<file path="src/rtl/filter_pkg.sv">
// Shared definitions for the moving-average filter and its controller.
// Keeping the refill table here keeps the filter and controller in step.
package filter_pkg;

  localparam int unsigned SEL_W      = 3;
  localparam int unsigned FILL_CNT_W = 5;

  typedef enum logic [1:0] {
    ST_RUN   = 2'd0,
    ST_FLUSH = 2'd1,
    ST_FILL  = 2'd2
  } ctrl_state_e;

  localparam logic [SEL_W-1:0] SEL_WIN2  = 3'b000;
  localparam logic [SEL_W-1:0] SEL_WIN4  = 3'b001;
  localparam logic [SEL_W-1:0] SEL_WIN8  = 3'b010;
  localparam logic [SEL_W-1:0] SEL_WIN16 = 3'b011;

  // Cycles from the first non-clearing edge until the filter output has settled.
  function automatic logic [FILL_CNT_W-1:0] fill_len(input logic [SEL_W-1:0] sel);
    logic [FILL_CNT_W-1:0] len;
    case (sel)
      SEL_WIN2:  len = 5'd3;
      SEL_WIN4:  len = 5'd4;
      SEL_WIN8:  len = 5'd6;
      SEL_WIN16: len = 5'd10;
      default:   len = 5'd18;
    endcase
    return len;
  endfunction

endpackage

</file>
<file path="src/rtl/sel_debounce.sv">
// Window-select debouncer: a new select is accepted only after it has been
// held steady long enough and differs from the select currently in use.
module sel_debounce
  import filter_pkg::*;
#(
  parameter int unsigned SEL_STABLE = 4
) (
  input  logic             clk,
  input  logic             aclr,
  input  logic [SEL_W-1:0] sel_req,
  input  logic [SEL_W-1:0] cur_sel,
  output logic [SEL_W-1:0] cand,
  output logic             accept_c
);

  localparam int unsigned CNT_W = (SEL_STABLE > 1) ? $clog2(SEL_STABLE) : 1;
  localparam logic [CNT_W-1:0] STAB_MAX = CNT_W'(SEL_STABLE - 1);

  logic [SEL_W-1:0] cand_q, cand_d;
  logic [CNT_W-1:0] stab_cnt_q, stab_cnt_d;

  always_comb begin
    cand_d     = cand_q;
    stab_cnt_d = stab_cnt_q;
    if (sel_req != cand_q) begin
      cand_d     = sel_req;
      stab_cnt_d = '0;
    end else if (stab_cnt_q < STAB_MAX) begin
      stab_cnt_d = stab_cnt_q + CNT_W'(1);
    end
  end

  always_ff @(posedge clk or posedge aclr) begin
    if (aclr) begin
      cand_q     <= '0;
      stab_cnt_q <= '0;
    end else begin
      cand_q     <= cand_d;
      stab_cnt_q <= stab_cnt_d;
    end
  end

  assign cand     = cand_q;
  assign accept_c = (sel_req == cand_q) && (stab_cnt_q == STAB_MAX) && (cand_q != cur_sel);

endmodule

</file>
<file path="src/rtl/filter_ctrl.sv">
// Moving-average filter sequencer: debounced window select, flush with sclr,
// then blank the output until the selected window has refilled.
module filter_ctrl
  import filter_pkg::*;
#(
  parameter int unsigned BIT_WIDTH  = 16,
  parameter int unsigned SEL_STABLE = 4,
  parameter int unsigned FLUSH_CYC  = 1
) (
  input  logic                 clk,
  input  logic                 aclr,
  input  logic [2:0]           sel_req,
  input  logic                 flush_req,
  input  logic [BIT_WIDTH-1:0] filt_q,
  output logic [2:0]           filt_sel,
  output logic                 filt_sclr,
  output logic [BIT_WIDTH-1:0] q_out,
  output logic                 q_valid,
  output logic                 busy
);

  localparam int unsigned FLUSH_W = $clog2(FLUSH_CYC + 1);

  ctrl_state_e            state_q, state_d;
  logic [FLUSH_W-1:0]     flush_cnt_q, flush_cnt_d;
  logic [FILL_CNT_W-1:0]  fill_cnt_q, fill_cnt_d;
  logic [SEL_W-1:0]       filt_sel_q, filt_sel_d;
  logic                   filt_sclr_q, filt_sclr_d;
  logic [BIT_WIDTH-1:0]   q_out_q, q_out_d;
  logic                   q_valid_q, q_valid_d;
  logic                   busy_q, busy_d;
  logic [SEL_W-1:0]       cand;
  logic                   accept_c;
  logic                   restart_c;

  sel_debounce #(
    .SEL_STABLE (SEL_STABLE)
  ) u_sel_debounce (
    .clk      (clk),
    .aclr     (aclr),
    .sel_req  (sel_req),
    .cur_sel  (filt_sel_q),
    .cand     (cand),
    .accept_c (accept_c)
  );

  always_comb begin
    state_d     = state_q;
    flush_cnt_d = flush_cnt_q;
    fill_cnt_d  = fill_cnt_q;
    filt_sel_d  = filt_sel_q;
    restart_c   = accept_c | flush_req;

    case (state_q)
      ST_RUN: state_d = ST_RUN;
      ST_FLUSH: begin
        if (flush_cnt_q == FLUSH_W'(1)) begin
          state_d    = ST_FILL;
          fill_cnt_d = fill_len(filt_sel_q);
        end else begin
          flush_cnt_d = flush_cnt_q - FLUSH_W'(1);
        end
      end
      ST_FILL: begin
        if (fill_cnt_q == FILL_CNT_W'(1)) begin
          state_d = ST_RUN;
        end else begin
          fill_cnt_d = fill_cnt_q - FILL_CNT_W'(1);
        end
      end
      default: state_d = ST_FLUSH;
    endcase

    // A new select or flush request always (re)starts a full flush; select wins.
    if (restart_c) begin
      state_d     = ST_FLUSH;
      flush_cnt_d = FLUSH_W'(FLUSH_CYC);
      if (accept_c) begin
        filt_sel_d = cand;
      end
    end

    filt_sclr_d = (state_d == ST_FLUSH);
    busy_d      = (state_d != ST_RUN);
    q_valid_d   = (state_q == ST_RUN);
    q_out_d     = (state_q == ST_RUN) ? filt_q : '0;
  end

  always_ff @(posedge clk or posedge aclr) begin
    if (aclr) begin
      state_q     <= ST_FLUSH;
      flush_cnt_q <= FLUSH_W'(FLUSH_CYC);
      fill_cnt_q  <= '0;
      filt_sel_q  <= '0;
      filt_sclr_q <= 1'b1;
      q_out_q     <= '0;
      q_valid_q   <= 1'b0;
      busy_q      <= 1'b1;
    end else begin
      state_q     <= state_d;
      flush_cnt_q <= flush_cnt_d;
      fill_cnt_q  <= fill_cnt_d;
      filt_sel_q  <= filt_sel_d;
      filt_sclr_q <= filt_sclr_d;
      q_out_q     <= q_out_d;
      q_valid_q   <= q_valid_d;
      busy_q      <= busy_d;
    end
  end

  assign filt_sel  = filt_sel_q;
  assign filt_sclr = filt_sclr_q;
  assign q_out     = q_out_q;
  assign q_valid   = q_valid_q;
  assign busy      = busy_q;

endmodule

</file>
<file path="config.mk">
export PLATFORM = sky130hd
export DESIGN_NAME = filter_ctrl
export DESIGN_NICKNAME = d
export VERILOG_FILES = /design/src/rtl/filter_pkg.sv /design/src/rtl/sel_debounce.sv /design/src/rtl/filter_ctrl.sv
export SDC_FILE = /design/constraint.sdc
export NUM_CORES = 1
export LEC_CHECK = 0
export CORE_ASPECT_RATIO = 1.1
export CORE_UTILIZATION = 43
export CTS_BUF_LIST = sky130_fd_sc_hd__clkbuf_4
export DETAILED_ROUTE_END_ITERATION = 6
export GPL_TIMING_DRIVEN = 0
export PLACE_DENSITY = 0.77
export SLEW_MARGIN = 20
export SYNTH_ARGS = -nofsm -noshare
export SYNTH_HDL_FRONTEND = slang
export SYNTH_SLANG_ARGS = --single-unit
</file>
<file path="constraint.sdc">
create_clock -name clk -period 1.6 [get_ports clk]
set_input_delay 0.24 -clock clk [delete_from_list [all_inputs] [get_ports clk]]
set_output_delay 0.24 -clock clk [all_outputs]
set_load 0.05 [all_outputs]
</file>
# [Word level (Yosys, flattened, before mapping)]
# Cells that the tools add are included.
# Widths: inputs -> output; s select.
[totals] wordCells=52 mem_bits_rw=0 input_bits=22 latch_bits=0 romBits=0 regBits=35 out_inout_bits=22 n_memories=0
[op_classes] eq_ne=13 reduce_logical=10 muxes=14 n_mul=0 shifts=0 addsub=3 order_cmp=1 bitwise=1 div=0
[ops] op="$pmux 5 s4" n=1
[ops] op="$mux 16" n=1
[ops] op="$mux 2" n=5
[ops] op="$mux 5" n=2
[ops] op="$pmux 5 s2" n=1
[ops] op="$reduce_bool 2->1" n=4
[ops] op="$eq 3x2->1 const B" n=2
[ops] op="$ne 3x3->1" n=2
[ops] op="$pmux 2 s3" n=1
[ops] op="$eq 5x1->1 const B" n=1
[ops] op="$sub 5x1->5 const B" n=1
[ops] op="$eq 2x1->1 const B" n=2
[ops] op="$eq 2x2->1 const B" n=2
[ops] op="$ne 2x2->1 const B" n=2
[ops] op="$eq 3x1->1 const B" n=1
[ops] op="$eq 3x3->1" n=1
[ops] op="$logic_not 3->1" n=1
[ops] op="$mux 1" n=3
[ops] op="$reduce_and 3->1" n=1
[ops] op="$add 2x1->2 const B" n=1
[ops] op="$logic_and 1x1->1" n=2
[ops] op="$logic_not 2->1" n=1
[ops] op="$lt 2x2->1 const B" n=1
[ops] op="$reduce_and 2->1" n=1
[ops] op="2 further kinds" n=2

# [Depth between registers and ports, before layout]
[depth] depth_word=6 depth_mapped=5 depth_no_buf=5

# [Modules after synthesis]
# Synthesis repeated with hierarchy kept, for this count alone.
[hier_totals] hier_cells=116 area_unflattened_um2=1428.9
[modules_own_cells] module="filter_ctrl" seq_area_each_um2=729.4 area_each_um2=1181.1 instances=1 cells_per_inst=93
[modules_own_cells] module="sel_debounce" seq_area_each_um2=125.1 area_each_um2=247.7 instances=1 cells_per_inst=23

# [Worst setup path after synthesis]
# Ideal clock, no wire load.
[synth_timing] kind="register -> register" from="register fill_cnt_q[1]" to="register fill_cnt_q[2]" path_slack_ns=-0.056 stages_incl_launch_ff=6 period_less_slack_ns=1.656 required_time_ns=1.476 path_buffers=0 setup_time_ns=0.124 arrival_ns=1.532 path_cell_list="dfrtp_1 > inv_1 > ha_1 > or4b_4 > and2_4 > a211o_2"
[synth_via] elab_chain_cells=3 elab_cells_between_ends=6 cone_classes="add/sub: 1; eq/ne: 2; mux: 2; reduce/logical: 1"
[synth_rtl] element="start, declared" line="filter_ctrl.sv:26" source="logic [FILL_CNT_W-1:0] fill_cnt_q, fill_cnt_d;"
[synth_rtl] element="start signal, assigned" line="filter_ctrl.sv:102" source="fill_cnt_q <= fill_cnt_d;"
[synth_rtl] element="$sub 5x1->5 or $eq 5x1->1 (tied branches)" line="filter_ctrl.sv:68, filter_ctrl.sv:65"
[synth_rtl] element="$mux 5 or $ne 2x2->1 (tied branches)"
[synth_rtl] element="$pmux 5 s2 or $reduce_and 3->1 (tied branches)"
# Several ways; a longest one is shown, not always the timed one. The select of a mux whose other input is x is not followed.
# A chain may end at the register's enable or synchronous reset.

# [Worst setup path in the final report]
# Same ends and word-level chain as after synthesis.

==> results.md <==
* Largest family of logic cells by synthesized area: simple AND/OR/NAND/NOR gates
* Flop pwr share at 52.0%
* Crit-path cells: inv_2, ha_4, or4b_4, and2_4, a211o_2
* Area fraction in compound gates after synthesis at 8.699%
* Die ar. at 3615 sq um
* Worst slack at placement at -133.7 ps
* Cell family with most CP delay: simple AND/OR/NAND/NOR gates
* Synthesized area per cell at 11.91 sq um
* Layout cells sized above 1 at 18.08%
* Critical path's largest stage delay at 490 ps
* MaxCap Viol Count at 0
* WL/cell at 13.57 microns
* First-pass GRT wire length at 5147 microns
* Transition time of the tightest slew-check pin at 680.5 ps
* CTS Sinks at 34
* PwrDens at 928.0 nW/um^2
* Mapped Cells at 122
* Hold-fix buffers, CTS at 0
* Peak supply drop at 0.0005673 V
* Ys flop type: dfrtp_1
* Failing checks: design-rule violations, negative setup slack
* # fillers at 255
* Synth Area in Adders at 2.584%
* Fmax at 0.5955 GHz
* Seq/Total Area, Yosys at 58.83%
* Initial Util at 46.46%
* Critical path capture point type: flop
* Pin count of the biggest net entering global routing at 35
* H-tree Lvls at 2
* Post-synth EDFFs at 0
* Worst hold margin at 321.3 ps
* Nets at 201
* Slew Limit Fails at 0
* Flops & latches, synth at 34
* Post-synthesis simple-gate area fraction at 18.26%
* Crit. Startpoint: fill_cnt_q[1]
* Cell Int Power at 0.001286 W
* Worst-path clk slew at 110 ps
* Post-DP HPWL at 2052 microns
* Cell taking the most area after synthesis: dfrtp_1
* TritonCTS Buffers at 5
* Via density at 5.246
* DRC violations left at 2
* Gpl congestion at 0.8485
* Syn. warnings at 0
* LEAKAGE at 0.9641 nW
* Max clock buf depth at 2
* CP Launch Type: flop
* CTS tree: done
* PnR worst setup slack at -79.33 ps
* Minimum clock period at 1679 ps
* Top post-synthesis cells by area: dfrtp_1 (53%), and2_1 (6.9%), dfstp_2 (5.4%)
* Clock power frac at 24.8%
* Slew Limit Headroom at 54.57%
* Reg-to-Reg Start: fill_cnt_q[1]
* Count of cell types in the netlist at 33
* PortBufs at 43
* CORE AREA at 3127 sq um
* Critical Path AT at 1920 ps
* Initial drt markers at 26
* Comb pwr share at 23.2%
* Post-route ant nets at 0
* Worst clock skew at 12.22 ps
* Die height at 62.96 microns
* Total GRT Usage at 19.47%
* Die X at 57.42 microns
* Final setup viols at 3
* Post-synth ARST share at 100.0%
* Share of the synthesized area in the top cell type at 53.40%
* Crit-path max FO at 5
* Setup TNS at -130.8 ps
* NetSw at 0.0005846 W
* Synth Area in XOR/XNOR at 4.823%
* Total gr overflow at 0
* CP bufs+invs at 1
* Synth top cells by count: dfrtp_1 (31), and2_1 (16), clkbuf_1 (7)
* DRT Wirelength at 2863 microns
* RSZ-0062 raised after global routing: yes
* Most frequent cell after synthesis: dfrtp_1
* CP max stage cell: or4b_4
* Kind of critical path: flop to flop
* Clock Latency Late Sink at 340 ps
* Mapped cell area at 1453 sq um
* Fin. Hold Viols at 0
* Clock root buffer: clkbuf_4
* Layout area overhead at 38.76%
* Vias at 1107
* Ant. Diodes at 0
* Status: finished with violations
* Switching Fraction at 31.25%
* DRT Pass-1 Iters at 6
* Vias in the first global route at 1149
* Initial antenna violation count at 0
* Req. time, crit path at 1840 ps
* Mux contribution to synthesized area at 3.704%
* Syn_nets at 147
* Util after Layout at 64.47%
* Final worst-path cycle share at 105.0%
* # IOs at 44
* Worst Hold Class: primary input to asynchronous set/reset pin
* Rows at 21
## cell type report
cell class | count | area (sq um) | share of cell area [%]
buffer | 7 | 26.28 | 1.304
clock buffer | 6 | 45.04 | 2.235
clock inverter | 2 | 8.758 | 0.4345
inverter | 5 | 18.77 | 0.9311
multi-input combinational | 76 | 571.8 | 28.37
sequential | 34 | 857.1 | 42.52
tap | 34 | 42.54 | 2.110
timing repair buffer | 47 | 445.4 | 22.10
## metrics by stage
stage | area, sq um | instances | total power (W)
6_report | 2016 | 211 | 0.001871
5_1_grt | 2016 | 211 | 0.001983
4_1_cts | 2007 | 210 | 0.001887
3_5_place_dp | 1928 | 199 | 0.001419
3_3_place_gp | 1928 | 199 | 0.001406
2_1_floorplan | 1455 | 122 | 0.001256
## flip-flops by register name, indices dropped and copies added (netlist names)
| signal | cells |
|---|---|
| u_sel_debounce.stab_cnt_q | 2 |
| q_out | 16 |
| u_sel_debounce.cand | 3 |
| filt_sel | 3 |
| busy | 1 |
| state_q | 2 |
| fill_cnt_q | 5 |
| q_valid | 1 |
| filt_sclr | 1 |
## what timing repair did
item | 4_1_cts | 5_1_grt
resized for setup | 36 | 1
pin swaps | 2 | 1
buffers inserted | 3 | 1
setup endpoints to repair | 27 | 6
cloned | 0 | 0
## routing by layer
| metal | vias to the layer above | GRT usage, % | part of all wire, % |
|---|---|---|---|
| met5 | - | 0 | 0 |
| met4 | 0 | 9.146 | 2.1 |
| met3 | 6 | 9.731 | 8.2 |
| met2 | 46 | 31.54 | 51 |
| met1 | 528 | 20.84 | 39 |
| li1 | 527 | - | - |
## cells by family after synthesis
logic type                 count (synthesis)
DFF                                       34
muxes                                      5
xor gates and xnor gates                   8
buffers and inverters                     12
adders and majority gates                  3
AOI/OAI and AO/OA                         18
and+or+nand+nor                           42
## power groups by stage
stage               logic [W]  clock network (W)  registers [W]
detailed placement   0.000432                  0       0.000987
CTS                  0.000432           0.000482       0.000973
global placement     0.000422                  0       0.000984
finish               0.000434           0.000464       0.000972
global route         0.000470           0.000530       0.000983
floorplan            0.000150                  0        0.00111
## final timing paths
check / end / slack [ps] / depth (start not counted)
min in group clk: q_out[11] / 450 / 2
worst max register to register: fill_cnt_q[2] / -80 / 5
worst max-delay path: fill_cnt_q[2] / -80 / 5
worst min register to register: fill_cnt_q[0] / 560 / 1
max in group asynchronous: filt_sel[2] / 800 / 2
worst min-delay path: fill_cnt_q[1] / 320 / 2
## cell usage in the layout (no fill, tap or decap), drive strengths merged, types with 3 or more instances in the layout
cell type and n:
dfrtp 31, clkdlybuf4s50 21, dlygate4sd2 17, and2 17, clkbuf 13, clkdlybuf4s15 5
inv 5, nor2b 4, a211oi 4, xor2 4, xnor2 4, o21ai 4
nor2 4, buf 4, nor4 3, a21oi 3, mux2 3, dfstp 3
ha 3
Power figures use the tool's default switching activity.
